## src/rtl/boot_loader_ins.sv

```systemverilog
// boot_loader_ins: framed-image loader for the 8-bit instruction BRAM.
// Frame: MAGIC, length LSB, length MSB, payload bytes[, XOR checksum].
// The payload is written to consecutive BRAM addresses starting at 0, and
// the CPU is held in reset until a complete, valid image has been loaded.
// Optional feature macro: BOOT_CHECKSUM_EN adds the trailing XOR checksum
// byte and the state that checks it.
module boot_loader_ins #(
  parameter int          ADDR_W      = 12,
  parameter logic [7:0]  MAGIC       = 8'hA5,
  parameter int          TIMEOUT_CYC = 1000000
) (
  input  logic              clk,
  input  logic              rst,
  input  logic              rx_valid,
  input  logic [7:0]        rx_data,
  output logic              bram_we,
  output logic [ADDR_W-1:0] bram_addr,
  output logic [7:0]        bram_din,
  output logic              cpu_rst,
  output logic              done,
  output logic              err,
  output logic [ADDR_W:0]   byte_cnt
);

  localparam int          TO_W    = $clog2(TIMEOUT_CYC + 1);
  localparam logic [16:0] MAX_LEN = 17'(2 ** ADDR_W);

`ifdef BOOT_CHECKSUM_EN
  typedef enum logic [2:0] {IDLE, LEN_LO, LEN_HI, DATA, CSUM, DONE, ERR} state_t;
`else
  typedef enum logic [2:0] {IDLE, LEN_LO, LEN_HI, DATA, DONE, ERR} state_t;
`endif

  state_t            state_reg, state_next;
  logic [15:0]       length_reg, length_next;
  logic [TO_W-1:0]   to_cnt_reg, to_cnt_next;
  logic [ADDR_W:0]   byte_cnt_reg, byte_cnt_next;
  logic              bram_we_reg, bram_we_next;
  logic [ADDR_W-1:0] bram_addr_reg, bram_addr_next;
  logic [7:0]        bram_din_reg, bram_din_next;
  logic              cpu_rst_reg, cpu_rst_next;
  logic              done_reg, done_next;
  logic              err_reg, err_next;
`ifdef BOOT_CHECKSUM_EN
  logic [7:0]        csum_reg, csum_next;
`endif

  logic              is_magic;
  logic              in_frame;
  logic              timeout_hit;
  logic [15:0]       len_full;
  logic [ADDR_W:0]   cnt_inc;
  logic              last_byte;

  // Shared decode used by both the next-state and the datapath logic.
  always_comb begin
    is_magic  = rx_valid && (rx_data == MAGIC);
    // The idle counter only runs while a frame is in flight.
    in_frame  = (state_reg == LEN_LO) || (state_reg == LEN_HI) || (state_reg == DATA)
`ifdef BOOT_CHECKSUM_EN
                || (state_reg == CSUM)
`endif
                ;
    // A byte arriving on the terminal cycle wins over the timeout.
    timeout_hit = in_frame && !rx_valid && (to_cnt_reg == TO_W'(TIMEOUT_CYC - 1));
    len_full  = {rx_data, length_reg[7:0]};
    cnt_inc   = byte_cnt_reg + 1'b1;
    last_byte = (17'(cnt_inc) == 17'(length_reg));
  end

  // State register.
  always_ff @(posedge clk) begin
    if (rst) state_reg <= IDLE;
    else     state_reg <= state_next;
  end

  // Next-state logic; a MAGIC byte inside DATA/CSUM is ordinary data.
  always_comb begin
    state_next = state_reg;
    case (state_reg)
      IDLE:   if (is_magic) state_next = LEN_LO;
      LEN_LO: if (rx_valid) state_next = LEN_HI;
      LEN_HI: if (rx_valid) begin
        if ((len_full == 16'd0) || (17'(len_full) > MAX_LEN)) state_next = ERR;
        else                                                   state_next = DATA;
      end
      DATA:   if (rx_valid && last_byte) begin
`ifdef BOOT_CHECKSUM_EN
        state_next = CSUM;
`else
        state_next = DONE;
`endif
      end
`ifdef BOOT_CHECKSUM_EN
      CSUM:   if (rx_valid) state_next = (rx_data == csum_reg) ? DONE : ERR;
`endif
      DONE:   state_next = DONE;
      ERR:    if (is_magic) state_next = LEN_LO;
      default: state_next = IDLE;
    endcase
    if (timeout_hit) state_next = ERR;
  end

  // Datapath and status next values; the status flags follow the next state
  // so they change on the same edge the FSM enters DONE or ERR.
  always_comb begin
    length_next    = length_reg;
    byte_cnt_next  = byte_cnt_reg;
    bram_we_next   = 1'b0;
    bram_addr_next = bram_addr_reg;
    bram_din_next  = bram_din_reg;
    to_cnt_next    = '0;
`ifdef BOOT_CHECKSUM_EN
    csum_next      = csum_reg;
`endif
    if (in_frame && !rx_valid && !timeout_hit) to_cnt_next = to_cnt_reg + 1'b1;

    if (is_magic && ((state_reg == IDLE) || (state_reg == ERR))) begin
      byte_cnt_next = '0;
`ifdef BOOT_CHECKSUM_EN
      csum_next     = '0;
`endif
    end
    if (rx_valid && (state_reg == LEN_LO)) length_next[7:0]  = rx_data;
    if (rx_valid && (state_reg == LEN_HI)) length_next[15:8] = rx_data;
    if (rx_valid && (state_reg == DATA)) begin
      bram_we_next   = 1'b1;
      bram_addr_next = byte_cnt_reg[ADDR_W-1:0];
      bram_din_next  = rx_data;
      byte_cnt_next  = cnt_inc;
`ifdef BOOT_CHECKSUM_EN
      csum_next      = csum_reg ^ rx_data;
`endif
    end

    done_next    = (state_next == DONE);
    err_next     = (state_next == ERR);
    cpu_rst_next = (state_next != DONE);
  end

  // Datapath and status registers.
  always_ff @(posedge clk) begin
    if (rst) begin
      length_reg    <= '0;
      to_cnt_reg    <= '0;
      byte_cnt_reg  <= '0;
      bram_we_reg   <= 1'b0;
      bram_addr_reg <= '0;
      bram_din_reg  <= '0;
      cpu_rst_reg   <= 1'b1;
      done_reg      <= 1'b0;
      err_reg       <= 1'b0;
`ifdef BOOT_CHECKSUM_EN
      csum_reg      <= '0;
`endif
    end else begin
      length_reg    <= length_next;
      to_cnt_reg    <= to_cnt_next;
      byte_cnt_reg  <= byte_cnt_next;
      bram_we_reg   <= bram_we_next;
      bram_addr_reg <= bram_addr_next;
      bram_din_reg  <= bram_din_next;
      cpu_rst_reg   <= cpu_rst_next;
      done_reg      <= done_next;
      err_reg       <= err_next;
`ifdef BOOT_CHECKSUM_EN
      csum_reg      <= csum_next;
`endif
    end
  end

  assign bram_we   = bram_we_reg;
  assign bram_addr = bram_addr_reg;
  assign bram_din  = bram_din_reg;
  assign cpu_rst   = cpu_rst_reg;
  assign done      = done_reg;
  assign err       = err_reg;
  assign byte_cnt  = byte_cnt_reg;

endmodule

```

## config.mk

```make
export PLATFORM = sky130hd
export DESIGN_NAME = boot_loader_ins
export DESIGN_NICKNAME = d
export VERILOG_FILES = /design/src/rtl/boot_loader_ins.sv
export SDC_FILE = /design/constraint.sdc
export NUM_CORES = 1
export LEC_CHECK = 0
export BUFFER_PORTS_ARGS = -buffer_cell sky130_fd_sc_hd__clkbuf_2
export CAP_MARGIN = 20
export CORE_MARGIN = 2
export CORE_UTILIZATION = 29
export CTS_BUF_LIST = sky130_fd_sc_hd__clkbuf_4 sky130_fd_sc_hd__clkbuf_8
export DETAILED_ROUTE_END_ITERATION = 7
export GPL_TIMING_DRIVEN = 0
export PLACE_DENSITY_LB_ADDON = 0.15
export SLEW_MARGIN = 20
export SYNTH_ARGS = -nofsm -noshare
export SYNTH_HDL_FRONTEND = slang
export SYNTH_SLANG_ARGS = --single-unit
```

## constraint.sdc

```tcl
create_clock -name clk -period 3.6 [get_ports clk]
set_clock_uncertainty 0.15 [all_clocks]
set_input_delay 0.36 -clock clk [delete_from_list [all_inputs] [get_ports clk]]
set_output_delay 0.36 -clock clk [all_outputs]
set_load 0.03 [all_outputs]
```

=== Word-level counts from Yosys, hierarchy flattened ===
Cells that the tools add are included.

* Add/sub/neg operators: 2
* Magnitude comparators: 1
* Eq/ne operators: 11
* Mux-type cells: 10
* Bitwise logic cells: 1
* Reduce and logical (&&, ||, !) cells: 20

{| class="wikitable"
|+ Operators by type and width
! kind !! number
|-
| 2-to-1 mux 13 bit || 2
|-
| adder 20 x 1 -> 20 bit (second input constant) || 1
|-
| == test 20 bit (second input constant) || 1
|-
| 2-to-1 mux 3 bit || 6
|-
| == test 13 x 16 -> 1 bit || 1
|-
| greater-than comparator 16 x 13 -> 1 bit (second input constant) || 1
|-
| logical NOT 16 bit || 1
|-
| one-hot mux 3 bit (5 select lines) || 1
|-
| adder 13 x 1 -> 13 bit (second input constant) || 1
|-
| == test 3 bit (second input constant) || 4
|-
| logical AND 1 bit || 9
|-
| == test 8 bit (second input constant) || 1
|-
| == test 3 x 2 -> 1 bit (second input constant) || 2
|-
| logical OR 1 bit || 4
|-
| OR reduction 2 bit || 2
|-
| == test 3 x 1 -> 1 bit (second input constant) || 1
|-
| logical NOT 3 bit || 1
|-
| inequality test 3 bit (second input constant) || 1
|-
| logical NOT 1 bit || 2
|-
| nonzero test 2 bit || 1
|-
| 2-to-1 mux 1 bit || 1
|-
| NOT 1 bit || 1
|}

* Register bits: 76
* Bits of input ports: 11
* Logic and storage cells: 56

=== Longest topological paths before layout ===
* Word-level depth: 9
* Gate-level depth with buffers: 8

=== Worst setup path before layout ===
Ideal clock, no wire load.

* Kind: register to register
* Start point: register byte_cnt_reg[1], in the netlist byte_cnt[1]
* End point: register err_reg, in the netlist err
* Setup time: 0.079 ns
* Arrival: 2.972 ns
* Setup slack: 0.398 ns
* Stages on the path, launching flop included: 8
* Cell sequence: dfxtp_1 > ha_1 > nand3_1 > nor3_1 > mux2_2 > or4_4 > or4b_4 > a211oi_2

* Longest elaborated chain between the ends: 7

{| class="wikitable"
|+ RTL lines
! what !! RTL line !! RTL
|-
| start: declaration || 37 || <nowiki>logic [ADDR_W:0] byte_cnt_reg, byte_cnt_next;</nowiki>
|-
| start signal: assignment || 159 || <nowiki>byte_cnt_reg <= byte_cnt_next;</nowiki>
|-
| adder 13 x 1 -> 13 bit || 67 || <nowiki>cnt_inc = byte_cnt_reg + 1'b1;</nowiki>
|-
| == test 13 x 16 -> 1 bit || 68 || <nowiki>last_byte = (17'(cnt_inc) == 17'(length_reg));</nowiki>
|-
| logical AND 1 bit || 87 || <nowiki>DATA: if (rx_valid && last_byte) begin</nowiki>
|-
| 2-to-1 mux 3 bit || 87 ||
|-
| one-hot mux 3 bit (5 select lines) || 80 || <nowiki>case (state_reg)</nowiki>
|-
| 2-to-1 mux 3 bit || 101 || <nowiki>if (timeout_hit) state_next = ERR;</nowiki>
|-
| == test 3 bit || 137 || <nowiki>err_next = (state_next == ERR);</nowiki>
|-
| end signal: assignment || 165 || <nowiki>err_reg <= err_next;</nowiki>
|-
| end: declaration || 43 || <nowiki>logic err_reg, err_next;</nowiki>
|}

No other way between the ends.
A chain may end at the register's enable or synchronous reset.

=== Final worst setup path ===
Ends and elaborated chain as after synthesis.

==> metrics <==
status=complete, no violations; vias per inst=4.833; grt ovf=0; Yosys warning total=0; initial antenna violation count=0; Async SR Flop Fraction=0%; ANT nets after route=0; input/output buffers=45; vias in the first global route=3149; highest clock rate=294.0 MHz; crit path max fanout=8; largest net degree at the start of global routing=13; crit path time final=3401 ps; WL/cell=14.14 microns; max reg flops=20; global-route wire length before repair=16.10 mm; Post-Place Worst Slack=-12.53 ps; DIE WIDTH=116.5 microns; area share of the largest cell type after synthesis=41.45%; Setup Viol. Count Final=0; Hold Buf Count CTS=0; CTS tree=done; most frequent cell after synthesis=dfxtp_1; pwr dens=350.3 nW/um^2; RSZ-0062 raised after global routing=no; worst hold path class=input port to register; Netlist cell types=56; via count=3354; starting density of the core=29.45%; initial DRC count=155; syn_area_per_cell=7.963 sq um; top_reg_cell synth=dfxtp_1; Max Cap Viol=0; CTS root buf=clkbuf_8; Fill cells=1297; Post-DP HPWL=7.147 mm; Crit Path Category=register to register; GRT Overall Usage=15.45%; Area growth syn-to-layout=17.42%; fraction of layout cells with a size suffix above 1=15.13%; Row Count=41; drt drc=0; Cells after Synth=461; # Post-CTS Setup Buffers=0; worst reg2reg path depth=7; Tcrit/Tclk final=94.47%; I/O pin count=48; clk buf depth=2; # clock sinks=76; Hold Path Depth=3; area leader, netlist=dfxtp_1; Worst VDD drop=0.1157 mV; CP Capture Type=register; Setup WS post-layout=199.1 ps; drt first pass iters=4; total core area=12470 sq um; Inserted Clock Buffers=9; Final Hold Fails=0; htree depth=3; Pleak=1.515 nW; Post-synth EDFFs=0; Seq/Total Area, Yosys=41.45%; clk slew on worst S/H paths=80 ps; worst slew pin tran=735.5 ps; Core Util, Final=34.58%; RD Place Congestion=0.8002; Post-synth top cells=76 x dfxtp_1, 72 x nand2_1, 53 x a21oi_1; Synth Cell Area=3671 sq um; FF+latch count, synth=76; DIE AREA=13570 sq um; Synth Net Count=474; crit start category=register; Rel. slew slack=50.97%; Arr. time, crit path=3530 ps; Slew Limit Fails=0; Final #Nets=530; Synth area leaders=dfxtp_1 41%, nand2_1 7.4%, a21oi_1 7.2%; height of the chip=116.5 microns; CP Data Required Time=3720 ps; Clock Latency Late Sink=360 ps; WL final=9.813 mm; Ant. Diodes=0; Pwr Total=1.510 mW
-- layout by cell type, fill, tap and decap left out, types with 3 or more instances in the layout --
master / instances
dfxtp_1: 76
nand2_1: 72
a21oi_1: 53
clkbuf_2: 45
nor2_1: 44
clkbuf_1: 23
o21ai_0: 19
xnor2_1: 16
nand3_1: 15
nor3_1: 13
inv_1: 11
xor2_1: 10
clkbuf_8: 9
and3_1: 8
nor4_1: 8
or3_1: 8
mux2i_1: 8
nand3b_1: 5
buf_2: 5
nand4_1: 5
nand2b_1: 5
clkinv_2: 5
nor2b_1: 4
a21o_1: 4
nand4b_1: 3
a31oi_1: 3
o211ai_1: 3
-- area by class of cell --
type                    instances  area [sq um]  share of cell area, %
multi-input cells             343          1994                  46.27
repair buffers                 45         225.2                  5.225
inverters                      11         41.29                 0.9579
clock buffers                  10         131.4                  3.048
plain buffers                  31         126.4                  2.932
well taps                     172         215.2                  4.993
flip-flops and latches         76          1521                  35.30
clock inverters                 6         55.05                  1.277
-- worst max-delay path, cell delays in order, from the launching register on --
cell and delay (ps):
dfxtp_1 570, ha_1 400, nand3_1 290, nor3_4 310
mux2_2 390, or4_4 460, or4b_4 510, a211oi_2 250
-- where the power goes --
part	switching, mW	internal [mW]	leakage, nW
Combinational	0.0252	0.00865	0.800
Sequential	0.000217	0.840	0.612
Clock	0.314	0.322	0.103
Total	0.339	1.17	1.52
-- repair_timing --
item	CTS	global route
endpoints found under the setup margin	2	3
pin swaps	0	0
gates resized for setup	1	2
hold endpoints to repair	0	0
-- per-stage QoR --
step           cell area (sq um)  TNS (ps)  std cells  hold slack (ps)
5_1_grt                     4310         0        694            124.0
3_5_place_dp                4111    -19.08        678            298.8
6_report                    4310         0        694            120.1
4_1_cts                     4303         0        694            108.5
3_3_place_gp                4111         0        678            293.3
2_1_floorplan               3671         0        461            276.0
-- worst paths after layout --
check / start / endpoint / slack (ps)
hold / removal: rx_data[6] / bram_din[6] / 120
setup / recovery: byte_cnt[1] / err / 200
hold reg to reg: bram_din[6] / bram_din[6] / 310
setup reg to reg: byte_cnt[1] / err / 200
-- cells by family after synthesis --
| family | share of synthesized area [%] |
|---|---|
| buffers and inverters | 4.567 |
| flip-flops | 41.45 |
| adder cells (fa/ha/maj) | 0.6816 |
| AND/OR/NAND/NOR | 28.05 |
| multiplexers | 2.488 |
| AO/OA/AOI/OAI | 15.95 |
| XOR/XNOR | 6.816 |
-- per-layer routing --
metal	vias up	track usage [%]	part of all wire, %
li1	1722	-	-
met1	1568	21.13	49
met4	0	6.111	1.5
met2	54	23.80	45
met3	10	3.321	3.6
met5	-	0	0
Power figures use the tool's default switching activity.
